`src/rtl/ls_counter_param.sv`:
```
// Parametrised cascadable up/down counter ('163 lineage): sync clear/load,
// modulo-MODULUS wrap or saturate, combinational rco, registered tc pulse.
module ls_counter_param #(
    parameter int     WIDTH    = 4,
    parameter longint MODULUS  = 16,
    parameter bit     SATURATE = 1'b0
) (
    input  logic             clk,
    input  logic             reset_n,
    input  logic             clear,
    input  logic             load,
    input  logic             ent,
    input  logic             enp,
    input  logic             up,
    input  logic [WIDTH-1:0] d,
    output logic [WIDTH-1:0] q,
    output logic             rco,
    output logic             tc_pulse
);

    generate
        if (WIDTH < 1 || WIDTH > 32) begin : g_bad_width
            $error("ls_counter_param: WIDTH must be 1..32");
        end
        if (MODULUS < 2 || MODULUS > (longint'(1) << WIDTH)) begin : g_bad_mod
            $error("ls_counter_param: MODULUS must be 2..2**WIDTH");
        end
    endgenerate

    localparam logic [WIDTH-1:0] MAXV = WIDTH'(MODULUS - 1);

    logic [WIDTH-1:0] count_q, count_d;
    logic             tc_q, tc_d;
    logic [WIDTH-1:0] term;
    logic             at_term;
    logic             step;

    assign term    = up ? MAXV : '0;
    assign at_term = (count_q == term);
    // Count step only when neither clear nor load wins the edge.
    assign step    = clear & load & ent & enp;

    always_comb begin
        count_d = count_q;
        if (!clear) begin
            count_d = '0;
        end else if (!load) begin
            count_d = (d > MAXV) ? MAXV : d;
        end else if (ent && enp) begin
            if (up) begin
                if (at_term) count_d = SATURATE ? count_q : '0;
                else         count_d = count_q + 1'b1;
            end else begin
                if (at_term) count_d = SATURATE ? count_q : MAXV;
                else         count_d = count_q - 1'b1;
            end
        end
    end

    // Fires on every enabled step at the end value, even when saturated.
    assign tc_d = step & at_term;

    always_ff @(posedge clk or negedge reset_n) begin
        if (!reset_n) begin
            count_q <= '0;
            tc_q    <= 1'b0;
        end else begin
            count_q <= count_d;
            tc_q    <= tc_d;
        end
    end

    assign q        = count_q;
    assign tc_pulse = tc_q;
    assign rco      = ent & at_term;

endmodule
```
`config.mk`:
```
export PLATFORM = sky130hd
export DESIGN_NAME = ls_counter_param
export DESIGN_NICKNAME = d
export VERILOG_FILES = /design/src/rtl/ls_counter_param.sv
export SDC_FILE = /design/constraint.sdc
export NUM_CORES = 1
export LEC_CHECK = 0
export ABC_AREA = 1
export CAP_MARGIN = 20
export CORE_AREA = 2 2 39 41
export CTS_CLUSTER_SIZE = 20
export DETAILED_ROUTE_END_ITERATION = 8
export DIE_AREA = 0 0 41 43
export HOLD_SLACK_MARGIN = 0.06
export RECOVER_POWER = 100
export REMOVE_ABC_BUFFERS = 1
export SYNTH_ARGS = -nofsm -noshare
export SYNTH_HDL_FRONTEND = slang
export SYNTH_SLANG_ARGS = --single-unit
```
`constraint.sdc`:
```
create_clock -name clk -period 1.7 [get_ports clk]
set_input_delay 0.17 -clock clk [delete_from_list [all_inputs] [get_ports clk]]
set_output_delay 0.17 -clock clk [all_outputs]
set_load 0.02 [all_outputs]
```
* Word level (Yosys, flattened, before mapping)
Index checks and enable logic that the tools add are counted.
** Storage, ports and cells
- Output and inout bits :: 6
- Input port bits :: 11
- Bits in latches :: 0
- Bits in writable memories :: 0
- ROM bits :: 0
- Memories :: 0
- Register bits :: 5
- Logic and storage cells :: 21
** Cells by class
- Reduce and logical (&&, ||, !) cells :: 1
- Bitwise gates (word level) :: 5
- $lt $le $gt $ge :: 1
- Muxes and demuxes :: 8
- $mul :: 0
- $add $sub $neg :: 2
- Div/mod/pow operators :: 0
- Equality and inequality tests :: 2
- Shifts and indexed selects :: 0
** Operators with widths (count)
- two-way mux 4 bit :: 8
- AND 1 bit :: 5
- adder 4 x 1 -> 4 bit, second input constant :: 1
- == test 4 bit :: 1
- > comparator 4 bit, second input constant :: 1
- subtractor 4 x 1 -> 4 bit, second input constant :: 1
- != test 3 x 2 -> 1 bit, second input constant :: 1
- logical AND 1 bit :: 1

* Logic depth before layout (Yosys ltp)
- Depth after elaboration :: 7
- Mapped depth :: 8
- Depth with buffers taken out :: 8

* Least setup slack after synthesis
OpenSTA, ideal clock, no wires.
- Kind :: reg2out
- From :: register count_q[0] (netlist: q[0])
- To :: output port rco
- Data required time :: 1.530 ns
- Stages on the path, launching flop included :: 6
- Setup slack :: 0.238 ns
- Data arrival time :: 1.292 ns
- Buffers on the path :: 0
- Path through :: dfrtp_1 > inv_1 > nor2_4 > nand2_4 > and2_4 > nor2_1
** On the way
- Longest elaborated chain between the ends :: 2
** Ends and longest elaborated chain
- start: declaration :: RTL line 32 : logic [WIDTH-1:0] count_q, count_d;
- start signal: assignment :: RTL line 68 : count_q <= count_d;
- == test 4 bit :: RTL line 39 : assign at_term = (count_q == term);
- AND 1 bit :: RTL line 75 : assign rco = ent & at_term;
- end: declaration :: RTL line 17 : output logic rco,
No other way between the ends.

* Worst setup path in the final report
- From :: register count_q[3] (netlist: q[3])
- To :: output port q[3]
** RTL lines
- end: declaration :: RTL line 16 : output logic [WIDTH-1:0] q,
No word-level cell between the ends.

==> impl_results.html <==
<table>
<tr><th>Metric</th><th>Value</th></tr>
<tr><th colspan="2">Die</th></tr>
<tr><td>Die outline area</td><td>1760 um2</td></tr>
<tr><td>Die width</td><td>41 um</td></tr>
<tr><td>Std-Cell Rows</td><td>14</td></tr>
<tr><td>Starting Density</td><td>31.5%</td></tr>
<tr><td>Placeable core region</td><td>1380 um2</td></tr>
<tr><td>Number of top-level pins</td><td>17</td></tr>
<tr><td>Die H</td><td>43 um</td></tr>
<tr><th colspan="2">Finish</th></tr>
<tr><td>Non-Filler Cell Area, Final</td><td>704 um2</td></tr>
<tr><td>Commonest non-fill, non-tap cell in the layout</td><td>nand2_1</td></tr>
<tr><td>Antenna diode instance count</td><td>0</td></tr>
<tr><td>Most frequent cells in the layout</td><td>nand2_1 (22), nor2_1 (10), clkdlybuf4s50_1 (10)</td></tr>
<tr><td>Number of nets at the end of the flow</td><td>110</td></tr>
<tr><td>Proportion of layout cells with a drive suffix above 1</td><td>19.8%</td></tr>
<tr><td>Post-layout utilization of the core</td><td>50.9%</td></tr>
<tr><td>Layout Cells excl Fill</td><td>112</td></tr>
<tr><td>Layout overhead on the synthesized area</td><td>61.8%</td></tr>
<tr><th colspan="2">STA</th></tr>
<tr><td>Highest Clock Rate</td><td>625 MHz</td></tr>
<tr><td>Transition time at the pin with the least slew margin</td><td>0.242 ns</td></tr>
<tr><td>Setup-violating endpoint count in the final report</td><td>0</td></tr>
<tr><td>Aggregate negative setup slack</td><td>0 ns</td></tr>
<tr><td>Relative slew slack</td><td>83.8%</td></tr>
<tr><td>Final slew viol count</td><td>0</td></tr>
<tr><td>Skew final</td><td>0.00748 ns</td></tr>
<tr><td>Setup repair after global routing missed its margin</td><td>no</td></tr>
<tr><td>Number of endpoints with negative hold slack in the final report</td><td>0</td></tr>
<tr><td>Final critical-path required period</td><td>1.60 ns</td></tr>
<tr><td>Share of the clock period used by the worst path</td><td>94.1%</td></tr>
<tr><th colspan="2">Route</th></tr>
<tr><td>Number of DRC markers after the initial detailed-route iteration</td><td>8</td></tr>
<tr><td>DRC violations left</td><td>0</td></tr>
<tr><td>Wire length reported by the detailed router</td><td>1170 um</td></tr>
<tr><td>DRT antenna net count</td><td>0</td></tr>
<tr><td>Number of iterations in the first detailed-routing pass</td><td>4</td></tr>
<tr><td>Drt via density</td><td>4.58</td></tr>
<tr><td>Vias after detailed routing</td><td>513</td></tr>
<tr><td>Routed wirelength normalized by instance count</td><td>10.4 um</td></tr>
<tr><th colspan="2">Power</th></tr>
<tr><td>Leak Pwr</td><td>0.000370 uW</td></tr>
<tr><td>Worst vdd rail ir drop</td><td>0.514 mV</td></tr>
<tr><td>Sum of internal, switching and leakage power</td><td>479 uW</td></tr>
<tr><td>Ratio of total power to cell area</td><td>680 nW/um2</td></tr>
<tr><th colspan="2">Synthesis</th></tr>
<tr><td>Adder-cell area share of the yosys netlist</td><td>5.75%</td></tr>
<tr><td>Share of the yosys chip area belonging to registers</td><td>28.7%</td></tr>
<tr><td>Mux cell area share after synthesis</td><td>0%</td></tr>
<tr><td>Largest area contributor in the synthesized netlist</td><td>dfrtp_1</td></tr>
<tr><td>Yosys warnings</td><td>0</td></tr>
<tr><td>Simple logic cell fraction of the synthesized area</td><td>50.3%</td></tr>
<tr><td>Leading cell types by total area after synthesis</td><td>dfrtp_1 (29%), nand2_1 (18%), nor2_1 (9.5%)</td></tr>
<tr><td>Syn_area_per_cell</td><td>6.60 um2</td></tr>
<tr><td>Largest family of logic cells by synthesized area</td><td>simple AND/OR/NAND/NOR gates</td></tr>
<tr><td>Post-synth design cell area</td><td>435 um2</td></tr>
<tr><td>Compound-gate portion of the synthesized area</td><td>5.46%</td></tr>
<tr><td>XOR/XNOR Fraction of Synth Area</td><td>2.01%</td></tr>
<tr><td>Number of unique standard cell types used by synthesis</td><td>18</td></tr>
<tr><td>Count of mapped cells out of synthesis</td><td>66</td></tr>
<tr><td>Area share of the largest cell type after synthesis</td><td>28.7%</td></tr>
<tr><td>Register bit count reported by yosys</td><td>5</td></tr>
<tr><th colspan="2">Worst setup path</th></tr>
<tr><td>Data arrival time of the critical path</td><td>1.43 ns</td></tr>
<tr><td>Number of cells on the worst reg-to-reg path</td><td>9</td></tr>
<tr><td>Worst setup SP type</td><td>flop</td></tr>
<tr><td>Worst Setup Path Type</td><td>reg2out</td></tr>
<tr><td>CP cell instances</td><td>buf_4 &gt; dlygate4sd3_1</td></tr>
<tr><td>CP max stage delay</td><td>0.64 ns</td></tr>
<tr><td>Crit path capture type</td><td>output pin</td></tr>
<tr><td>Crit path max-delay cell type</td><td>dlygate4sd3_1</td></tr>
<tr><td>Critical path data required time</td><td>1.53 ns</td></tr>
<tr><td>Critical Path Fanout Max</td><td>4</td></tr>
<tr><th colspan="2">Job</th></tr>
<tr><td>Max Cap Violations</td><td>0</td></tr>
<tr><th colspan="2">Global routing</th></tr>
<tr><td>Largest net degree at the start of global routing</td><td>10</td></tr>
<tr><td>Total global routing overflow</td><td>0</td></tr>
<tr><td>GRT Total Usage</td><td>18.5%</td></tr>
<tr><td>First-pass GRT wire length</td><td>2130 um</td></tr>
<tr><td>Antenna violations before repair</td><td>0</td></tr>
<tr><td>Number of global-route vias before repair</td><td>515</td></tr>
<tr><th colspan="2">Placed design</th></tr>
<tr><td>Placed Cells</td><td>108</td></tr>
<tr><td>RD Place Congestion</td><td>0.764</td></tr>
<tr><td>Port Buffer Count</td><td>16</td></tr>
<tr><td>Sum of net half-perimeters after detailed placement</td><td>958 um</td></tr>
<tr><td>Post-place instance area</td><td>691 um2</td></tr>
<tr><th colspan="2">Clock tree</th></tr>
<tr><td>Clock buffer depth</td><td>2</td></tr>
<tr><td>Cell chosen for the clock root</td><td>clkbuf_4</td></tr>
<tr><td>Number of buffers inserted during clock tree synthesis</td><td>3</td></tr>
<tr><td>Clk_lat worst skew</td><td>0.25 ns</td></tr>
<tr><td>Clock slew seen by the registers of the worst setup and hold paths</td><td>0.05 ns</td></tr>
<tr><td>Hold buffer count at CTS</td><td>0</td></tr>
<tr><td>CTS tree</td><td>done</td></tr>
<tr><td>Number of clock sinks</td><td>5</td></tr>
<tr><td>H-tree depth</td><td>1</td></tr>
<tr><th colspan="2">Hold path</th></tr>
<tr><td>Hold Path Class</td><td>in2async</td></tr>
<tr><th colspan="2">Status</th></tr>
<tr><td>Status</td><td>finished, final reports clean</td></tr>
</table>
==> per-stage QoR <==
step | hold WS, ns | setup WS [ns]
4_1_cts | 0.138 | 0.0145
5_1_grt | 0.223 | 0.0342
2_1_floorplan | -0.126 | 0.238
3_3_place_gp | 0.408 | -0.184
3_5_place_dp | 0.413 | -0.201
6_report | 0.212 | 0.101
==> report_power, final <==
part	internal, uW	switching, uW	leakage [uW]
clock network	89.0	53.4	0.0000150
logic	99.4	97.2	0.000290
registers	130	9.61	0.0000652
==> worst paths after layout <==
check	startpoint	end	slack, ns
worst min register to register	q[1]$_DFFE_PN0P_	q[1]$_DFFE_PN0P_	0.56
worst max-delay path	q[3]$_DFFE_PN0P_	q[3]	0.10
worst max register to register	q[0]$_DFFE_PN0P_	q[2]$_DFFE_PN0P_	0.32
worst min-delay path	reset_n	q[1]$_DFFE_PN0P_	0.21
min in group clk	enp	tc_pulse$_DFF_PN0_	0.50
max in group asynchronous	reset_n	tc_pulse$_DFF_PN0_	1.28
==> final cells by class <==
type,count,area [um2]
Fill cell,152,679
Multi-Input combinational cell,53,277
Timing Repair Buffer,27,230
Sequential cell,5,125
Clock buffer,4,26.3
Inverter,7,26.3
Tap cell,16,20.0
==> cells in the mapped netlist <==
library cell	number
nand2_1	21
nor2_1	11
inv_1	7
nand3_1	7
dfrtp_1	5
ha_1	2
o21ai_0	2
and2_4	1
buf_4	1
nand2_2	1
nand2_4	1
nand3_2	1
nand4_1	1
nor2_4	1
nor3_2	1
o211ai_1	1
o22ai_1	1
xnor2_1	1
==> sequential cells by signal, summed over array words and instances (netlist names) <==
signal / cells
tc_pulse: 1
q: 4
==> critical path, delay by kind of cell, from the launching register on <==
| kind | cells | cell delay (ns) |
|---|---|---|
| buffers and inverters | 2 | 0.79 |
| DFF | 1 | 0.39 |
==> logic make-up (layout without fill, tap and decap cells) <==
logic type / after synthesis / in the layout
buf+inv: 8 / 38
compound gates: 4 / 4
simple gates: 46 / 46
flops: 5 / 5
xor+xnor: 1 / 1
fa+ha+maj: 2 / 2
==> per-layer routing <==
| layer | routed length [um] | vias to the layer above | GRT usage, % |
|---|---|---|---|
| met5 | 0 | - | 0 |
| met4 | 14 | 0 | 6.00 |
| met3 | 88 | 2 | 7.85 |
| met2 | 556 | 20 | 28.7 |
| met1 | 506 | 222 | 22.1 |
| li1 | - | 269 | - |
==> timing repair <==
item / in CTS / in global routing
gates resized for setup: 2 / 2
buffers inserted: 0 / 0
endpoints found under the setup margin: 1 / 1
pin swaps: 0 / 0
No activity file was read; power rests on OpenSTA's default activity.
